==> src/rtl/bg_rom_arbiter.sv <==
// Shares one pixel-ROM port between display (D) and aux (A) readers; read data returns ROM_LAT+2 cycles after accept, tagged to its requester.
// Blanking arbitration is round-robin when ARB_ROUND_ROBIN_EN is defined, fixed display priority otherwise.
module bg_rom_arbiter #(
  parameter int ADDR_W       = 19,
  parameter int DATA_W       = 12,
  parameter int ROM_LAT      = 1,
  parameter int STARVE_LIMIT = 800
) (
  input  logic              clk,
  input  logic              reset,
  input  logic              bright,
  input  logic              disp_req,
  input  logic [ADDR_W-1:0] disp_addr,
  output logic              disp_gnt,
  output logic [DATA_W-1:0] disp_data,
  output logic              disp_valid,
  input  logic              aux_req,
  input  logic [ADDR_W-1:0] aux_addr,
  output logic              aux_gnt,
  output logic [DATA_W-1:0] aux_data,
  output logic              aux_valid,
  output logic              aux_starved,
  output logic [ADDR_W-1:0] rom_addr,
  output logic              rom_en,
  input  logic [DATA_W-1:0] rom_data
);

  localparam int CNT_W = $clog2(STARVE_LIMIT + 1);
  localparam logic [CNT_W-1:0] LIMIT = CNT_W'(STARVE_LIMIT);

  typedef enum logic [1:0] {
    S_ACTIVE    = 2'd0,
    S_BLANK     = 2'd1,
    S_FORCE_AUX = 2'd2
  } state_t;

  state_t            r_state;
  state_t            w_state;
  state_t            w_state_nxt;
  logic [CNT_W-1:0]  r_cnt;
  logic [CNT_W-1:0]  w_cnt_nxt;
  logic              w_disp_pick;
  logic              w_aux_pick;
  logic              w_disp_acc;
  logic              w_aux_acc;
  logic              w_acc;
  logic [ROM_LAT:0]  r_tag_vld;
  logic [ROM_LAT:0]  r_tag_aux;
  logic              r_starved;
  logic [ADDR_W-1:0] r_rom_addr;
  logic              r_rom_en;
  logic [DATA_W-1:0] r_disp_data;
  logic [DATA_W-1:0] r_aux_data;
  logic              r_disp_valid;
  logic              r_aux_valid;

`ifdef ARB_ROUND_ROBIN_EN
  logic              r_last_aux;
`endif

  // Only the forced slot is remembered; otherwise bright picks the state in the same cycle.
  always_comb begin
    w_state     = bright ? S_ACTIVE : S_BLANK;
    w_disp_pick = 1'b0;
    w_aux_pick  = 1'b0;
    if (r_state == S_FORCE_AUX) begin
      w_state = S_FORCE_AUX;
    end
    case (w_state)
      S_FORCE_AUX: begin
        w_aux_pick = aux_req;
      end
      S_BLANK: begin
`ifdef ARB_ROUND_ROBIN_EN
        if (disp_req && aux_req) begin
          w_disp_pick = r_last_aux;
          w_aux_pick  = !r_last_aux;
        end else begin
          w_disp_pick = disp_req;
          w_aux_pick  = aux_req;
        end
`else
        w_disp_pick = disp_req;
        w_aux_pick  = aux_req && !disp_req;
`endif
      end
      default: begin
        w_disp_pick = disp_req;
        w_aux_pick  = aux_req && !disp_req;
      end
    endcase
  end

  assign disp_gnt   = w_disp_pick && !reset;
  assign aux_gnt    = w_aux_pick && !reset;
  assign w_disp_acc = disp_req && disp_gnt;
  assign w_aux_acc  = aux_req && aux_gnt;
  assign w_acc      = w_disp_acc || w_aux_acc;

  always_comb begin
    w_cnt_nxt = r_cnt;
    if (!aux_req || w_aux_acc) begin
      w_cnt_nxt = '0;
    end else if (r_cnt != LIMIT) begin
      w_cnt_nxt = r_cnt + CNT_W'(1);
    end
  end

  always_comb begin
    w_state_nxt = bright ? S_ACTIVE : S_BLANK;
    if (w_state != S_FORCE_AUX && !bright && w_cnt_nxt == LIMIT) begin
      w_state_nxt = S_FORCE_AUX;
    end
  end

  always_ff @(posedge clk or posedge reset) begin
    if (reset) begin
      r_state   <= S_BLANK;
      r_cnt     <= '0;
      r_starved <= 1'b0;
    end else begin
      r_state <= w_state_nxt;
      r_cnt   <= w_cnt_nxt;
      if (w_aux_acc) begin
        r_starved <= 1'b0;
      end else if (bright && r_cnt == LIMIT) begin
        r_starved <= 1'b1;
      end
    end
  end

`ifdef ARB_ROUND_ROBIN_EN
  always_ff @(posedge clk or posedge reset) begin
    if (reset) begin
      r_last_aux <= 1'b1;
    end else if (w_acc) begin
      r_last_aux <= w_aux_acc;
    end
  end
`endif

  // Tag stage ROM_LAT lines up with the cycle rom_data is valid for that read.
  always_ff @(posedge clk or posedge reset) begin
    if (reset) begin
      r_rom_addr   <= '0;
      r_rom_en     <= 1'b0;
      r_tag_vld    <= '0;
      r_tag_aux    <= '0;
      r_disp_data  <= '0;
      r_aux_data   <= '0;
      r_disp_valid <= 1'b0;
      r_aux_valid  <= 1'b0;
    end else begin
      r_rom_en  <= w_acc;
      if (w_acc) begin
        r_rom_addr <= w_aux_acc ? aux_addr : disp_addr;
      end
      r_tag_vld <= {r_tag_vld[ROM_LAT-1:0], w_acc};
      r_tag_aux <= {r_tag_aux[ROM_LAT-1:0], w_aux_acc};
      r_disp_valid <= r_tag_vld[ROM_LAT] && !r_tag_aux[ROM_LAT];
      r_aux_valid  <= r_tag_vld[ROM_LAT] && r_tag_aux[ROM_LAT];
      if (r_tag_vld[ROM_LAT] && !r_tag_aux[ROM_LAT]) begin
        r_disp_data <= rom_data;
      end
      if (r_tag_vld[ROM_LAT] && r_tag_aux[ROM_LAT]) begin
        r_aux_data <= rom_data;
      end
    end
  end

  assign rom_addr    = r_rom_addr;
  assign rom_en      = r_rom_en;
  assign disp_data   = r_disp_data;
  assign disp_valid  = r_disp_valid;
  assign aux_data    = r_aux_data;
  assign aux_valid   = r_aux_valid;
  assign aux_starved = r_starved;

endmodule
==> config.mk <==
export PLATFORM = sky130hd
export DESIGN_NAME = bg_rom_arbiter
export DESIGN_NICKNAME = d
export VERILOG_FILES = /design/src/rtl/bg_rom_arbiter.sv
export SDC_FILE = /design/constraint.sdc
export NUM_CORES = 1
export LEC_CHECK = 0
export CAP_MARGIN = 10
export CORE_AREA = 2 2 73 89
export CTS_CLUSTER_SIZE = 12
export DETAILED_ROUTE_END_ITERATION = 12
export DIE_AREA = 0 0 75 91
export PLACE_DENSITY_LB_ADDON = 0.08
export SYNTH_ARGS = -nofsm -noshare
export SYNTH_HDL_FRONTEND = slang
export SYNTH_SLANG_ARGS = --single-unit
==> constraint.sdc <==
create_clock -name clk -period 5.3 [get_ports clk]
set_input_delay 0.795 -clock clk [delete_from_list [all_inputs] [get_ports clk]]
set_output_delay 0.795 -clock clk [all_outputs]
set_load 0.02 [all_outputs]
==> Word-level counts from Yosys, hierarchy flattened <==
Cells that the tools add are included.
{ "totals": {"register_bits": 63, "latch_bits": 0, "mem_bits_rw": 0, "romBits": 0, "in_bits": 55, "output_inout_bits": 49, "n_memories": 0} }
{ "classes": {"addsub": 1, "multipliers": 0, "div_mod_pow": 0, "order_cmp": 0, "eq_ne": 6, "n_shift": 0, "muxes": 10, "bitwise_logic": 0, "n_reduce_logical": 18} }
{ "ops": {"columns": ["op", "n"], "rows": [
  ["$eq A10 B10 Y1 const B", 2],
  ["$mux W10", 2],
  ["$mux W19", 1],
  ["$add A10 B1 Y10 const B", 1],
  ["$logic_and A1 B1 Y1", 10],
  ["$ne A10 B10 Y1 const B", 1],
  ["$logic_not A1 Y1", 5],
  ["$mux W1", 5],
  ["$eq A2 B2 Y1 const B", 2],
  ["$mux W2", 2],
  ["$logic_or A1 B1 Y1", 2],
  ["$ne A2 B2 Y1 const B", 1],
  ["$reduce_bool A2 Y1", 1]
]} }

==> Depth between registers and ports, before layout <==
{ "logic_depth": {"depth_word": 11, "depth_mapped": 7, "depth_no_buf": 6} }

==> Worst setup path after synthesis <==
OpenSTA, ideal clock, no wires.
{ "synth_timing": {"kind": "input port to flip-flop", "start": "input reset", "end": "register r_cnt[0]", "setup_time_ns": 0.129, "arrival_ns": 2.687, "slack_ns": 2.485, "path_stages": 4, "path_cell_list": "inv_1 > o21ai_0 > nand2_1 > nor2_1"} }
{ "synth_between": {"elab_chain_len": 5} }
{ "synth_lines": {"columns": ["item", "line", "source"], "rows": [
  ["start: declaration", "10", "input logic reset,"],
  ["$logic_not A1 Y1 (no line)", null, null],
  ["$logic_and A1 B1 Y1", "95", "assign aux_gnt = w_aux_pick && !reset;"],
  ["$logic_and A1 B1 Y1", "97", "assign w_aux_acc = aux_req && aux_gnt;"],
  ["$logic_or A1 B1 Y1", "102", "if (!aux_req || w_aux_acc) begin"],
  ["$mux W10", "102", null],
  ["named net w_cnt_nxt[0]", "41", "logic [CNT_W-1:0] w_cnt_nxt;"],
  ["end signal: assignment", "123", "r_cnt <= w_cnt_nxt;"],
  ["end: declaration", "40", "logic [CNT_W-1:0] r_cnt;"]
]} }
The timed path passes the listed nets, and every way through them passes these cells.
A chain may end at the register's enable or synchronous reset.

==> Worst setup path after layout <==
{ "layout_timing": {"start": "input reset", "end": "output aux_gnt"} }
{ "layout_between": {"elab_chain_len": 2} }
{ "layout_lines": {"columns": ["item", "line", "source"], "rows": [
  ["$logic_not A1 Y1 (no line)", null, null],
  ["$logic_and A1 B1 Y1", "95", null],
  ["end: declaration", "19", "output logic aux_gnt,"]
]} }
No other way between the ends.

==> impl_metrics.ini <==
[floorplan]
placementRows = 31
effective_utilization_at_floorplan_pct = 46.5
dieWidth_um = 75
dieHeight_um = 91
floorplan.io_pins = 104
die_area_um2 = 6830
core_area_um2 = 5930

[place]
gp_congestion = 0.790
dpl_worst_slack_ns = 1.93
detailed_place_hpwl_um = 4280
placement.io_buffers = 103

[worst_setup_path]
critPathMaxStageDelay_ns = 0.66
worst_path_max_delay_cell = sky130_fd_sc_hd__clkdlybuf4s50_1
worstRegToRegCells = 6
reg_to_reg_start = r_cnt[0]$_DFF_PP0_
critical_path_arrival_ns = 2.57
start_kind = primary input
worst-endpoint-required_ns = 4.51
critical_path.cell_chain = clkdlybuf4s50_1 -> nand2b_1 -> a21oi_2 -> buf_4 -> clkdlybuf4s50_1
crit_fanout = 21
cpMostUsedCell = sky130_fd_sc_hd__clkdlybuf4s50_1
worst-setup-path-type = in -> out
regToRegEndpoint = r_state[1]$_DFF_PP0_
endpoint_kind = output pin
worst-r2r-setup-slack_ns = 3.48

[timing]
max_slew.worst_pin.slew_ns = 0.785
grt_setup_unrepaired = no
report.final.slew_viol_count = 0
worst_slack_ns = 1.93
finalHoldViolations = 0
maxClockFrequency_ghz = 0.297
skew_ns = 0.00663
period_needed_ns = 3.37
fin_crit_sh_pct = 63.5
tns_ns = 0
setup_viol = 0
worst_slew_margin_rel_pct = 47.6

[run_status]
outcome = finished, final reports clean

[synth]
synth_top_area_share_pct = 55.3
yosysUniqueCellTypes = 40
post-synth-top-area-cell = sky130_fd_sc_hd__dfrtp_1
postSynth.topFlopCell = sky130_fd_sc_hd__dfrtp_1
avgSynthCellArea_um2 = 11.4
most_frequently_used_cell_type_in_the_post_synthesis_netlist = sky130_fd_sc_hd__dfrtp_1
synth_cells = 242
synth-seq-cells = 62
synthArstFlopShare_pct = 100
ys_seq_area_share_pct = 56.2
netlist_top_cells_count = sky130_fd_sc_hd__dfrtp_1, sky130_fd_sc_hd__nand2_1, sky130_fd_sc_hd__mux2_2, sky130_fd_sc_hd__o21ai_0, sky130_fd_sc_hd__nor2_1
yosysWarnings = 0
synth-edff-count = 0
synth_fp_nets = 299
synth.cell_area_um2 = 2760
synth.top_cells.by_area = sky130_fd_sc_hd__dfrtp_1, sky130_fd_sc_hd__mux2_2, sky130_fd_sc_hd__nand2_1, sky130_fd_sc_hd__o21ai_0, sky130_fd_sc_hd__o22ai_1

[power_and_ir_drop]
total_power_mw = 1.42
cell_pwr_density_nw_per_um2 = 345
vdd.ir_drop.worst_mv = 0.180
power_leakage_nw = 1.71

[global_routing]
grt_start_max_net_pins = 64
first_global_vias = 2034
grtUsageTotal_pct = 18.6
globalRoute.totalOverflow = 0
grt_first_pass_wirelength_um = 9730
grt_antenna_before_repair = 0

[routing]
final_antenna_net_count = 0
drcViolationCount = 0
dr.first_iter.drc_count = 97
detail_route.wirelength_um = 6100
dr_total_vias = 2188
routedWlPerCell_um = 14.1
dr.pass1.iters = 4
vias_per_cell = 5.06

[clocking]
clock_sink_count = 62
clk_transition_reported_paths_ns = 0.07
tritoncts = done
cts_setup_buffers = 0
numCtsBuffers = 9
worst_skew_pair.late_latency_ns = 0.33
cts_htree_levels = 3
post_cts_resize_count = 0
clock_path_buffers = 2
clockRootBuffer = sky130_fd_sc_hd__clkbuf_8
cts_hold_buffers = 0

[min_path]
hold_class = reg -> reg
whs_path_depth = 0
worstHoldStart = r_tag_aux[0]$_DFF_PP0_
hold-path-endpoint = r_tag_aux[1]$_DFF_PP0_

[cells_and_area]
drive_gt1_share_pct = 15.1
area_growth_syn_to_layout_pct = 49.7
antennaDiodeCount = 0
util_after_layout_pct = 69.6
finalNetCount = 403

[flow_run]
drv.max_cap_violation_count = 0
==> cell usage in the layout (no fill, tap or decap), types with 2 or more instances in the layout <==
| cell | n |
|---|---|
| sky130_fd_sc_hd__clkdlybuf4s50_1 | 103 |
| sky130_fd_sc_hd__dfrtp_1 | 61 |
| sky130_fd_sc_hd__nand2_1 | 27 |
| sky130_fd_sc_hd__mux2_2 | 24 |
| sky130_fd_sc_hd__o21ai_0 | 20 |
| sky130_fd_sc_hd__nor2_1 | 16 |
| sky130_fd_sc_hd__o22ai_1 | 14 |
| sky130_fd_sc_hd__clkbuf_8 | 12 |
| sky130_fd_sc_hd__inv_1 | 7 |
| sky130_fd_sc_hd__mux2i_1 | 6 |
| sky130_fd_sc_hd__xnor2_1 | 5 |
| sky130_fd_sc_hd__xor2_1 | 5 |
| sky130_fd_sc_hd__nand4_1 | 4 |
| sky130_fd_sc_hd__nand2b_1 | 3 |
| sky130_fd_sc_hd__nand3_1 | 3 |
| sky130_fd_sc_hd__nor4_1 | 3 |
| sky130_fd_sc_hd__bufinv_16 | 3 |
| sky130_fd_sc_hd__buf_4 | 3 |
| sky130_fd_sc_hd__nor2b_1 | 2 |
| sky130_fd_sc_hd__o31a_1 | 2 |
| sky130_fd_sc_hd__o21ai_1 | 2 |
| sky130_fd_sc_hd__nand3_4 | 2 |
| sky130_fd_sc_hd__a21oi_1 | 2 |
| sky130_fd_sc_hd__ha_1 | 2 |
==> final cells by class <==
class / instances / area (um2)
fill: 473 / 1800
sequential: 62 / 1550
multi-input combinational: 158 / 1120
timing repair buffer: 107 / 1070
clock buffer: 12 / 165
tap: 82 / 103
clock inverter: 3 / 90.1
inverter: 8 / 30.0
==> logic make-up (layout without fill, tap and decap cells) <==
group                    after synthesis  in the layout  share of synthesized area [%]
multiplexers                          30             30                           12.0
AND/OR/NAND/NOR                       68             68                           13.3
adder cells (fa/ha/maj)                2              2                          0.906
flip-flops                            62             62                           56.2
XOR/XNOR                              10             10                           3.17
buffers and inverters                 22            130                           3.22
AO/OA/AOI/OAI                         48             48                           11.2
==> worst max-delay path: cells and delay by family <==
kind            cells  cell delay, ns
compound gates      1            0.12
buf+inv             3            1.43
simple gates        1            0.23
==> metal layers <==
layer	part of all wire [%]	wire (um)	global-route usage (%)	vias to the layer above
met2	49	2990	29.2	72
met1	43	2600	23.7	1040
met5	0	0	0	-
li1	-	-	-	1064
met3	6.5	395	4.77	12
met4	1.9	119	8.33	0
==> worst max path at each step <==
stage | from | end | slack [ns] | depth (start not counted)
finish | reset | aux_gnt | 1.93 | 5
global route | reset | aux_gnt | 1.82 | 5
CTS | reset | aux_gnt | 1.92 | 5
detailed placement | reset | aux_gnt | 1.93 | 5
global placement | reset | aux_gnt | 1.97 | 5
floorplan | reset | r_cnt[0]$_DFF_PP0_ | 2.48 | 4
==> registers in the layout, indices dropped and copies added (netlist names) <==
signal	cells
rom_addr	19
aux_data	12
disp_data	12
r_cnt	10
r_state	2
r_tag_aux	2
r_tag_vld	2
aux_starved	1
aux_valid	1
disp_valid	1
==> metrics by stage <==
| step | area (um2) | hold WS, ns | cells |
|---|---|---|---|
| 2_1_floorplan | 2760 | 0.331 | 242 |
| 3_3_place_gp | 3860 | 0.335 | 416 |
| 3_5_place_dp | 3860 | 0.335 | 416 |
| 4_1_cts | 4120 | 0.343 | 431 |
| 5_1_grt | 4130 | 0.349 | 432 |
| 6_report | 4130 | 0.341 | 432 |
==> report_power, final <==
group          switching (mW)  internal (mW)  total [mW]  leakage [nW]
Sequential             0.0308          0.534       0.565         0.772
Combinational           0.158          0.182       0.340         0.813
Clock                   0.171          0.348       0.520         0.129
No activity file was read; power rests on OpenSTA's default activity.
